### config.mk
export PLATFORM = sky130hd
export DESIGN_NAME = led_fade_pwm
export DESIGN_NICKNAME = d
export VERILOG_FILES = /design/src/rtl/led_fade_pwm.sv
export SDC_FILE = /design/constraint.sdc
export NUM_CORES = 1
export LEC_CHECK = 0
export ABC_AREA = 1
export BUFFER_PORTS_ARGS = -buffer_cell sky130_fd_sc_hd__buf_4
export CAP_MARGIN = 20
export CORE_ASPECT_RATIO = 0.75
export CORE_MARGIN = 1.5
export CORE_UTILIZATION = 30
export DETAILED_ROUTE_END_ITERATION = 12
export GPL_TIMING_DRIVEN = 1
export PLACE_DENSITY = 0.46
export SLEW_MARGIN = 20
export SYNTH_ARGS = -nofsm -noshare
export SYNTH_HDL_FRONTEND = slang
export SYNTH_SLANG_ARGS = --single-unit
### constraint.sdc
create_clock -name clk -period 4.8 [get_ports clk]
set_input_delay 0.48 -clock clk [delete_from_list [all_inputs] [get_ports clk]]
set_output_delay 0.48 -clock clk [all_outputs]
set_load 0.03 [all_outputs]
### src/rtl/led_fade_pwm.sv
// Per-LED PWM display stage: asserted input bits light their LED at full
// brightness, deasserted bits fade out in fixed steps on a prescaled tick.
module led_fade_pwm #(
  parameter int unsigned N_LED     = 8,
  parameter int unsigned PWM_BITS  = 8,
  parameter int unsigned FADE_DIV  = 390625,
  parameter int unsigned FADE_STEP = 8
) (
  input  logic             clk,
  input  logic             reset,
  input  logic             en,
  input  logic [N_LED-1:0] in_bits,
  output logic [N_LED-1:0] led,
  output logic             fade_tick
);

  localparam int unsigned FW = (FADE_DIV > 1) ? $clog2(FADE_DIV) : 1;
  localparam logic [PWM_BITS-1:0] BR_MAX   = '1;
  localparam logic [PWM_BITS-1:0] STEP     = PWM_BITS'(FADE_STEP);
  localparam logic [FW-1:0]       DIV_LAST = FW'(FADE_DIV - 1);

  logic [N_LED-1:0]               s_meta;
  logic [N_LED-1:0]               s_bits;
  logic [PWM_BITS-1:0]            pwm_cnt;
  logic [FW-1:0]                  fade_cnt;
  logic [N_LED-1:0][PWM_BITS-1:0] br;
  logic [N_LED-1:0][PWM_BITS-1:0] br_nxt;
  logic [N_LED-1:0]               led_nxt;

  // Two-flop level synchroniser for the asynchronous counter bits
  always_ff @(posedge clk or posedge reset) begin
    if (reset) begin
      s_meta <= '0;
      s_bits <= '0;
    end else begin
      s_meta <= in_bits;
      s_bits <= s_meta;
    end
  end

  // Free-running PWM ramp and fade prescaler; both ignore en
  always_ff @(posedge clk or posedge reset) begin
    if (reset) begin
      pwm_cnt   <= '0;
      fade_cnt  <= '0;
      fade_tick <= 1'b0;
    end else begin
      pwm_cnt   <= pwm_cnt + PWM_BITS'(1);
      fade_cnt  <= (fade_cnt == DIV_LAST) ? '0 : fade_cnt + FW'(1);
      fade_tick <= (fade_cnt == DIV_LAST);
    end
  end

  // Set beats fade; fade saturates at zero
  always_comb begin
    br_nxt  = br;
    led_nxt = '0;
    for (int i = 0; i < int'(N_LED); i++) begin
      led_nxt[i] = en & (br[i] > pwm_cnt);
      if (s_bits[i]) begin
        br_nxt[i] = BR_MAX;
      end else if (fade_tick) begin
        br_nxt[i] = (br[i] > STEP) ? br[i] - STEP : '0;
      end
    end
  end

  always_ff @(posedge clk or posedge reset) begin
    if (reset) begin
      br  <= '0;
      led <= '0;
    end else begin
      br  <= br_nxt;
      led <= led_nxt;
    end
  end

endmodule

Word-level counts from Yosys, hierarchy flattened --
Index checks and enable logic that the tools add are counted.
Word-level totals: bits in latches 0, output and inout port bits 9, bits in registers 116, input bits 11, memory bits (read-only) 0, memories 0, memory bits (writable) 0
Cells by class: $mul 0, add/subtract/negate cells 10, div/mod/pow operators 0, bitwise operators 8, muxes and demuxes 25, equal/unequal tests 1, shift operators 0, reduce and logical (&&, ||, !) cells 8, magnitude comparators 16
Operator list (number):
- 2-to-1 mux 8 bit | 24
- > comparator 8 x 4 -> 1 bit (second input constant) | 8
- > comparator 8 bit | 8
- subtractor 8 x 4 -> 8 bit (second input constant) | 8
- adder 19 x 1 -> 19 bit (second input constant) | 1
- equality test 19 bit (second input constant) | 1
- 2-to-1 mux 19 bit | 1
- nonzero test 2 bit | 8
- adder 8 x 1 -> 8 bit (second input constant) | 1
- bitwise AND 1 bit | 8

Longest topological paths before layout --
Gate-level depths: netlist of run 1.
word-level depth 4, gate-level depth with buffers 7, depth with buffers taken out 7

Worst setup path before layout of run 1 --
Ideal clock, no wire load.
path kind flip-flop to flip-flop, start point register fade_cnt[0], end point register fade_cnt[10], cell stages (with the launch flop) 8, arrival 1.205 ns, setup time 0.118 ns, data required time 4.682 ns, setup slack 3.477 ns, cell sequence dfrtp_1 ha_1 nand3_2 nor2_4 and2_4 nand2_1 nand2_1 nor2_2
Between the ends: word-level cells in the longest chain between the ends 2
Ends and longest elaborated chain:
- from (decl) | RTL line 25 | logic [FW-1:0] fade_cnt;
- from (signal assigned) | RTL line 49 | fade_cnt <= (fade_cnt == DIV_LAST) ? '0 : fade_cnt + FW'(1);
- adder 19 x 1 -> 19 bit or equality test 19 bit (tied branches) | RTL line 49
- 2-to-1 mux 19 bit * | RTL line 49
Mark *: on every way between the ends. The rest lies on a longest branch, timed or not. A chain may end at the register's enable or synchronous reset.

Worst setup path after layout of run 1 --
start point register fade_tick, end point output fade_tick
RTL lines:
- from (decl) | RTL line 14 | output logic fade_tick
- from (signal assigned) | RTL line 50 | fade_tick <= (fade_cnt == DIV_LAST);
No word-level cell between the ends.

==> impl_metrics.csv, run 1 <==
group,metric,value,unit
status,status,"finished, final reports clean",
yosys,synth_xor_area_share,5.60,%
timing,slew_headroom,38.7,%
setup_path,crit_slowest_cell,"dfrtp_1",
timing,finalClockSkew,0.0124,ns
clock_network,hold_buffers,0,
pwr,comb_power_share,2.6,%
clock_network,tritoncts,"done",
timing,fin_tns_setup,0,ns
global_route,grt_pass1_vias,4397,
setup_path,critPathRequiredTime,4.32,ns
clock_network,clock-sinks,100,
global_route,grt_pass1_wl,21800,um
timing,finalSetupViolCount,0,
floorplanning,core_area,19400,um^2
pwr,leakagePower,0.00297,uW
place,io_buffer_count,19,
timing,fmax,541,MHz
setup_path,path_class,"register to output port",
yosys,synth_top_family_by_area,"simple AND/OR/NAND/NOR gates",
timing,hold_viol,0,
pwr,p_sw,371,uW
place,post-dp-hpwl,9110,um
clock_network,clk_latency,0.36,ns
setup_path,path_buf_inv,1,
floorplanning,io_pins,20,
yosys,synth_compound_area_share,14.3,%
yosys,synthMuxAreaShare,0,%
route,initialDrtViolationCount,246,
yosys,netlist_instances,673,
floorplanning,die_h,125,um
floorplanning,die_area,20700,um^2
finish,diodes,0,
setup_path,critPathArrivalTime,1.37,ns
route,viasPerCell,4.61,
run,drv_cap,0,
pwr,p_clk_share,46.6,%
clock_network,cts_root_buf,"clkbuf_16",
setup_path,cp-end-kind,"output port",
floorplanning,floorplan.initialDensity,30.6,%
timing,slew_viol_final,0,
floorplanning,die_w,165,um
timing,fin_crit,1.85,ns
route,drc,0,
pwr,p_seq_share,50.8,%
setup_path,reg2reg_slack,3.01,ns
yosys,synth_area,5940,um^2
setup_path,crit_family,"flip-flops",
global_route,grt_overflow,0,
place,placed_cell_area,6390,um^2
pwr,p_per_area,252,nW/um^2
yosys,yosysTopAreaCell,"dfrtp_1",
pwr,p_sw_share,21.9,%
clock_network,cts-resized-gates,0,
yosys,post_synth_fa_ha_maj_area_fraction,15.8,%
floorplanning,rows,44,
yosys,synth_area_leaders,"dfrtp_1, ha_1, a21oi_1, nand2_1, inv_1",
finish,nNetsFinal,785,
yosys,synth_cell_types,29,
timing,rsz0062_at_grt,"no",
yosys,syn_nets,759,
route,drtAntennaViolNets,0,
yosys,ys_warn_count,0,
setup_path,path_max_fanout,14,
global_route,grt_use_total,13.6,%
finish,design_area,6710,um^2
timing,final.period_utilization,38.5,%
setup_path,slowest_delay,0.75,ns
yosys,yosys.area.top_type_share,42.1,%
clock_network,postCtsSetupBuffers,0,
route,routed_wl,12900,um
pwr,ir_worst_vdd,0.147,mV
pwr,finalPower,1690,uW
setup_path,startpoint_type,"register",
finish,syn2layout_area_growth,12.9,%
finish,drive_above_1_share,9.52,%
route,dr.pass1.iters,4,
route,avgRoutedWirePerCell,13.5,um
place,place_congestion,0.853,
yosys,avgSynthCellArea,8.83,um^2
yosys,ys_seq_area_share,42.1,%
pwr,p_int,1320,uW
yosys,ys_ff_latch,100,
global_route,antenna_found_initial,0,
clock_network,htree_levels,3,
clock_network,numCtsBuffers,9,
clock_network,cts_buffer_depth,2,
timing,worstMarginPinSlew,0.920,ns
route,num_vias,4416,
min_path,hold_class,"input port to register",
yosys,yosys.area_share.simple,16.8,%
setup_path,crit_chain,"buf_4",
clock_network,clkSlewWorstSetupHoldPaths,0.08,ns
global_route,grt_max_degree,71,
==> power groups by stage <==
stage               clock [uW]  combinational, uW  sequential, uW
finish                     789               43.7             860
global route               851               49.9             861
CTS                        824               46.4             859
detailed placement           0               46.2             876
global placement             0               45.8             876
floorplan                    0               16.5             881
==> kinds of logic (layout without fill, tap and decap cells) <==
kind of cell / Yosys count / count (layout)
buffers and inverters: 85 / 116
AND/OR/NAND/NOR: 218 / 218
flip-flops: 100 / 100
adder cells (fa/ha/maj): 75 / 75
AO/OA/AOI/OAI: 157 / 157
XOR/XNOR: 38 / 38
==> state kept, by name, indices dropped and copies added, names as in the netlist <==
name,flops
br,48
fade_cnt,19
led,8
pwm_cnt,8
fade_tick,1
s_meta,8
s_bits,8
==> per-stage QoR <==
step | utilization, % | cells | setup slack, ns | hold slack, ns
after global placement | 33.0 | 941 | 3.04 | 0.332
final | 34.6 | 957 | 2.95 | 0.222
after global routing | 34.6 | 957 | 2.86 | 0.209
after detailed placement | 33.0 | 941 | 3.01 | 0.335
after CTS | 34.6 | 957 | 2.92 | 0.206
after floorplan | - | 673 | 1.70 | 0.331
==> layer usage <==
| metal | GRT usage, % | part of all wire, % | wire length (um) |
|---|---|---|---|
| met1 | 19.2 | 52 | 6750 |
| met2 | 20.4 | 43 | 5550 |
| met3 | 3.16 | 3.4 | 435 |
| met4 | 4.10 | 1.3 | 174 |
| met5 | 0 | 0 | 0 |
==> cells in the final DEF (no fill, tap or decap), drive strengths merged, types with 2 or more instances in the layout <==
master / instances
o21a: 8
o21ai: 56
o211ai: 7
xor2: 27
nand3: 23
nor3: 4
nor2: 74
xnor2: 11
dfrtp: 100
clkbuf: 10
clkinvlp: 2
bufinv: 2
inv: 80
clkinv: 2
nand4: 13
ha: 75
buf: 20
a21oi: 81
o21bai: 5
nand2: 100
==> final timing paths <==
path	start	to	depth (start not counted)
max reg2reg	fade_tick	br[9]	3
max	fade_tick	fade_tick	1
min in group asynchronous	reset	s_meta[0]	2
min reg2reg	s_meta[7]	s_bits[7]	0
min	in_bits[1]	s_meta[1]	1
max in group asynchronous	reset	fade_cnt[4]	3
==> cell usage after synthesis (all sizes together) <==
| master | number |
|---|---|
| a21oi | 81 |
| and2 | 1 |
| and3 | 1 |
| buf | 1 |
| clkbuf | 4 |
| dfrtp | 100 |
| ha | 75 |
| inv | 80 |
| nand2 | 100 |
| nand3 | 23 |
| nand3b | 1 |
| nand4 | 13 |
| nor2 | 74 |
| nor3 | 4 |
| nor4 | 1 |
| o211ai | 7 |
| o21a | 8 |
| o21ai | 56 |
| o21bai | 5 |
| xnor2 | 11 |
| xor2 | 27 |
==> final cells by class <==
class | instances | area [um^2]
Clock buffer | 10 | 229
Multi-Input combinational cell | 488 | 3120
Fill cell | 1963 | 12700
Timing Repair Buffer | 20 | 150
Inverter | 80 | 303
Clock inverter | 6 | 88.8
Tap cell | 253 | 317
Sequential cell | 100 | 2500
Power figures use the tool's default switching activity.
==> run 2: changes to the inputs <==
--- a/config.mk
+++ b/config.mk
@@ -13,7 +13,7 @@
 export CORE_UTILIZATION = 30
 export DETAILED_ROUTE_END_ITERATION = 12
 export GPL_TIMING_DRIVEN = 1
-export PLACE_DENSITY = 0.46
+export PLACE_DENSITY = 0.48
 export SLEW_MARGIN = 20
 export SYNTH_ARGS = -nofsm -noshare
 export SYNTH_HDL_FRONTEND = slang
==> constraint.sdc (replaced) <==
create_clock -name clk -period 1.6 [get_ports clk]
set_input_delay 0.16 -clock clk [delete_from_list [all_inputs] [get_ports clk]]
set_output_delay 0.16 -clock clk [all_outputs]
set_load 0.03 [all_outputs]
==> impl_metrics.csv, run 2 (synthesis results as in run 1) <==
group,metric,value,unit
status,status,"finished, final reports clean",
clock_network,clk_latency,0.35,ns
finish,regMostFlops,"br",
setup_path,path_max_fanout,6,
setup_path,path_buf_inv,2,
clock_network,clkSlewWorstSetupHoldPaths,0.07,ns
place,post-dp-hpwl,9660,um
setup_path,crit_family,"flip-flops",
finish,diodes,0,
setup_path,crit_slowest_cell,"dfrtp_1",
min_path,hold_class,"input port to register",
finish,finalNonFillerCells,1002,
clock_network,cts_buffer_depth,2,
place,dp.cells,953,
route,wl_met2,6420,um
global_route,grt_pass1_vias,4674,
setup_path,critPathRequiredTime,1.85,ns
setup_path,worst-path-stages,8,
timing,finalSetupViolCount,0,
floorplanning,core_area,19400,um^2
route,num_vias,4774,
finish,reg.largest.list,"br x48, fade_cnt x19",
floorplanning,rows,44,
timing,hold_viol,0,
floorplanning,die_h,125,um
finish,layout_common_cells,"dfrtp_1, nand2_1, a21oi_1, inv_1, ha_1",
run,drv_cap,0,
clock_network,cts_root_buf,"clkbuf_16",
route,routed_wl,14200,um
route,dr.pass1.iters,4,
finish,layout.cells.most_common,"dfrtp_1",
timing,final.period_utilization,98.1,%
setup_path,cp-end-kind,"register",
timing,worstMarginPinSlew,0.463,ns
timing,fin_crit,1.57,ns
pwr,p_per_area,682,nW/um^2
global_route,grt_overflow,0,
setup_path,critPathArrivalTime,1.82,ns
timing,slew_headroom,69.1,%
timing,rsz0062_at_grt,"yes",
route,wl_met1,7150,um
global_route,grt_use_total,14.3,%
route,met3_length,484,um
pwr,ir_worst_vdd,0.641,mV
route,viasPerCell,4.76,
global_route,antenna_found_initial,0,
route,drtAntennaViolNets,0,
finish,nNetsFinal,830,
pwr,leakagePower,0.00320,uW
setup_path,slowest_delay,0.41,ns
setup_path,startpoint_type,"register",
floorplanning,die_area,20700,um^2
pwr,finalPower,5010,uW
floorplanning,die_w,165,um
global_route,grt_pass1_wl,23200,um
place,io_buffer_count,19,
clock_network,clock-sinks,100,
route,initialDrtViolationCount,271,
timing,finalClockSkew,0.00557,ns
finish,drive_above_1_share,17.9,%
finish,largest_reg_flops,48,
route,drc,0,
route,highest_layer,"met4",
timing,fin_ws,0.0298,ns
setup_path,r2r_cells,8,
timing,slew_viol_final,0,
timing,fmax,637,MHz
global_route,grt_max_degree,49,
route,avgRoutedWirePerCell,14.2,um
setup_path,path_class,"register to register",
floorplanning,io_pins,20,
setup_path,crit_top_cell,"nand2_1",
setup_path,crit_chain,"clkinvlp_4 > buf_6 > ha_1 > nand2_1 > nor2_2 > nand4_1 > nand2_1 > a21oi_2",
clock_network,htree_levels,3,
floorplanning,floorplan.initialDensity,30.6,%
clock_network,tritoncts,"done",
place,pre_cts_ws,-0.0950,ns
min_path,hold_depth,3,
finish,fin_util,37.9,%
place,place_congestion,0.851,
finish,syn2layout_area_growth,23.7,%
clock_network,numCtsBuffers,9,
==> run 2: routing by layer <==
| layer | global-route usage [%] | vias to the layer above |
|---|---|---|
| met5 | 0 | - |
| met4 | 3.73 | 0 |
| met3 | 3.16 | 9 |
| met2 | 22.0 | 74 |
| met1 | 20.0 | 2286 |
| li1 | - | 2405 |
==> run 2: worst paths after layout <==
check,start,end,slack (ns)
worst max-delay path,pwm_cnt[4],led[2],0.03
worst min-delay path,en,led[3],0.11
worst max register to register,pwm_cnt[4],led[2],0.03
worst min register to register,s_meta[1],s_bits[1],0.35
max in group asynchronous,reset,br[45],0.62
min in group asynchronous,reset,br[5],0.37
==> run 2: power by group <==
| group | internal [uW] | switching [uW] | leakage, uW |
|---|---|---|---|
| Combinational | 60.8 | 96.8 | 0.00200 |
| Clock | 1220 | 1050 | 0.000142 |
| Sequential | 2560 | 24.3 | 0.00106 |
| Total | 3840 | 1170 | 0.00320 |
==> run 2: area by class of cell <==
class / count / area [um^2]
clock buffers: 9 / 225
clock inverters: 7 / 76.3
inverters: 80 / 323
multi-input cells: 489 / 3310
fillers: 1934 / 12000
repair buffers: 64 / 593
flip-flops and latches: 100 / 2500
well taps: 253 / 317
==> run 2: repair_timing <==
action	CTS	global route
cloned	0	1
hold buffers	9	0
resized for setup	5	41
setup endpoints to repair	8	18
endpoints found under the hold margin	24	0
setup buffers	15	8
pin swaps	0	11
==> run 2: stage by stage <==
stage / setup TNS (ns) / cell area [um^2] / hold slack [ns]
CTS: -0.00228 / 7050 / 0.101
detailed placement: -0.142 / 6520 / 0.214
floorplan: 0 / 5940 / 0.191
global placement: -0.0696 / 6520 / 0.215
finish: 0 / 7350 / 0.113
global route: -0.345 / 7350 / 0.110
==> run 2: worst register-to-register path: cells and delay by family, from the launching register on <==
| family | cells | cell delay [ns] |
|---|---|---|
| buffers and inverters | 2 | 0.40 |
| flip-flops | 1 | 0.41 |
| AO/OA/AOI/OAI | 1 | 0.04 |
| adder cells (fa/ha/maj) | 1 | 0.28 |
| AND/OR/NAND/NOR | 4 | 0.34 |
==> run 3: changes to the inputs <==
--- a/config.mk
+++ b/config.mk
@@ -8,7 +8,6 @@
 export ABC_AREA = 1
 export BUFFER_PORTS_ARGS = -buffer_cell sky130_fd_sc_hd__buf_4
 export CAP_MARGIN = 20
-export CORE_ASPECT_RATIO = 0.75
 export CORE_MARGIN = 1.5
 export CORE_UTILIZATION = 30
 export DETAILED_ROUTE_END_ITERATION = 12
==> impl_metrics.csv, run 3 (synthesis results as in run 1) <==
group,metric,value,unit
timing,hold_viol,0,
clock_network,clkSlewWorstSetupHoldPaths,0.07,ns
finish,layout.cells.most_common,"dfrtp_1",
timing,fin_tns_setup,0,ns
timing,slew_headroom,62.2,%
setup_path,critPathRequiredTime,1.83,ns
floorplanning,io_pins,20,
finish,drive_above_1_share,12.9,%
floorplanning,die_area,20700,um^2
setup_path,crit_slowest_cell,"dfrtp_1",
place,place_congestion,0.813,
pwr,leakagePower,0.00313,uW
floorplanning,floorplan.initialDensity,30.5,%
setup_path,startpoint,"pwm_cnt[1]",
setup_path,crit_top_cell,"a21oi_1",
place,post-dp-hpwl,9770,um
setup_path,cp-end-kind,"register",
finish,largest_reg_flops,48,
pwr,p_per_area,720,nW/um^2
pwr,p_int,3980,uW
global_route,antenna_found_initial,0,
route,initialDrtViolationCount,196,
global_route,grt_max_degree,101,
min_path,hold_class,"input port to register",
finish,layout_common_cells,"dfrtp_1, nand2_1, a21oi_1, ha_1, inv_1",
setup_path,path_max_fanout,4,
global_route,grt_use_total,14.0,%
timing,finalSetupViolCount,0,
min_path,worstHoldStart,"en",
clock_network,clock-sinks,100,
clock_network,cts_root_buf,"clkbuf_16",
floorplanning,die_h,144,um
route,avgRoutedWirePerCell,13.4,um
pwr,ir_worst_vdd,0.511,mV
route,num_vias,4677,
global_route,grt_pass1_wl,22700,um
route,drtAntennaViolNets,0,
timing,slew_viol_final,0,
timing,worstMarginPinSlew,0.567,ns
timing,finalClockSkew,0.00927,ns
pwr,p_clk_share,46.2,%
status,status,"finished, final reports clean",
timing,final.period_utilization,93.6,%
floorplanning,core_area,19500,um^2
setup_path,rr_startpoint,"pwm_cnt[1]",
route,dr.pass1.iters,4,
clock_network,htree_levels,3,
setup_path,startpoint_type,"register",
pwr,p_seq_share,50.8,%
clock_network,numCtsBuffers,9,
finish,reg.largest.list,"br x48, fade_cnt x19",
pwr,p_sw_share,21.6,%
route,drc,0,
floorplanning,die_w,144,um
setup_path,path_buf_inv,2,
setup_path,reg2reg_slack,0.10,ns
clock_network,tritoncts,"done",
clock_network,cts_buffer_depth,2,
floorplanning,rows,51,
setup_path,path_class,"register to register",
pwr,p_sw,1090,uW
run,drv_cap,0,
timing,rsz0062_at_grt,"yes",
place,io_buffer_count,19,
route,viasPerCell,4.68,
finish,regMostFlops,"br",
global_route,grt_overflow,0,
route,routed_wl,13400,um
setup_path,crit_family,"flip-flops",
pwr,comb_power_share,3.0,%
setup_path,critPathArrivalTime,1.73,ns
finish,diodes,0,
timing,fin_crit,1.50,ns
global_route,grt_pass1_vias,4682,
setup_path,crit_chain,"inv_1 > buf_12 > ha_1 > a21oi_1 > o21ai_0 > nand2_1 > a21oi_1",
finish,nNetsFinal,816,
timing,fmax,668,MHz
finish,syn2layout_area_growth,18.7,%
setup_path,slowest_delay,0.40,ns
pwr,finalPower,5080,uW
clock_network,clk_latency,0.35,ns
run 3: layout make-up:
class                           count  area [um^2]
Clock buffer                       10          229
Clock inverter                      6         88.8
Fill cell                        1991        12400
Inverter                           80          308
Multi-Input combinational cell    488         3140
Sequential cell                   100         2500
Tap cell                          265          332
Timing Repair Buffer               51          455
run 3: metal layers:
layer / share of wire (%) / global-route usage (%) / vias up
li1: - / - / 2369
met5: 0 / 0 / -
met1: 48 / 17.8 / 2259
met2: 49 / 24.1 / 37
met3: 2.3 / 2.90 / 12
met4: 1.4 / 3.92 / 0
run 3: power groups by stage:
stage / registers (uW) / logic (uW) / clock network, uW
6_report: 2580 / 151 / 2350
2_1_floorplan: 2640 / 50.2 / 0
5_1_grt: 2580 / 171 / 2530
3_5_place_dp: 2630 / 141 / 0
3_3_place_gp: 2630 / 140 / 0
4_1_cts: 2580 / 159 / 2440
run 3: timing repair:
| action | in CTS | in global routing |
|---|---|---|
| gates resized for setup | 0 | 7 |
| buffers inserted | 0 | 4 |
| hold buffers | 9 | 0 |
| hold endpoints to repair | 12 | 0 |
| endpoints found under the setup margin | 0 | 5 |
run 3: path summary, 6_finish.rpt:
kind / endpoint / depth (start not counted)
min in group asynchronous: br[12] / 4
max in group asynchronous: br[13] / 4
setup / recovery: led[7] / 7
hold / removal: led[5] / 3
hold reg to reg: s_bits[6] / 0
setup reg to reg: led[7] / 7
run 3: through the flow:
stage	hold WS, ns	setup slack, ns	instance area (um^2)	std cells	utilization, %
finish	0.125	0.102	7050	1000	36.2
global route	0.110	0.000629	7050	1000	36.2
CTS	0.109	0.0627	6990	996	35.9
detailed placement	0.271	0.0748	6580	971	33.8
global placement	0.270	0.0923	6580	971	33.8
floorplan	0.191	0.250	5940	673	-
run 3: worst reg2reg max path: cells and delay by family (launching register included):
| kind | cells | cell delay, ns |
|---|---|---|
| and+or+nand+nor | 1 | 0.08 |
| buffers and inverters | 2 | 0.34 |
| DFF | 1 | 0.40 |
| adders and majority gates | 1 | 0.23 |
| AOI/OAI and AO/OA | 3 | 0.35 |
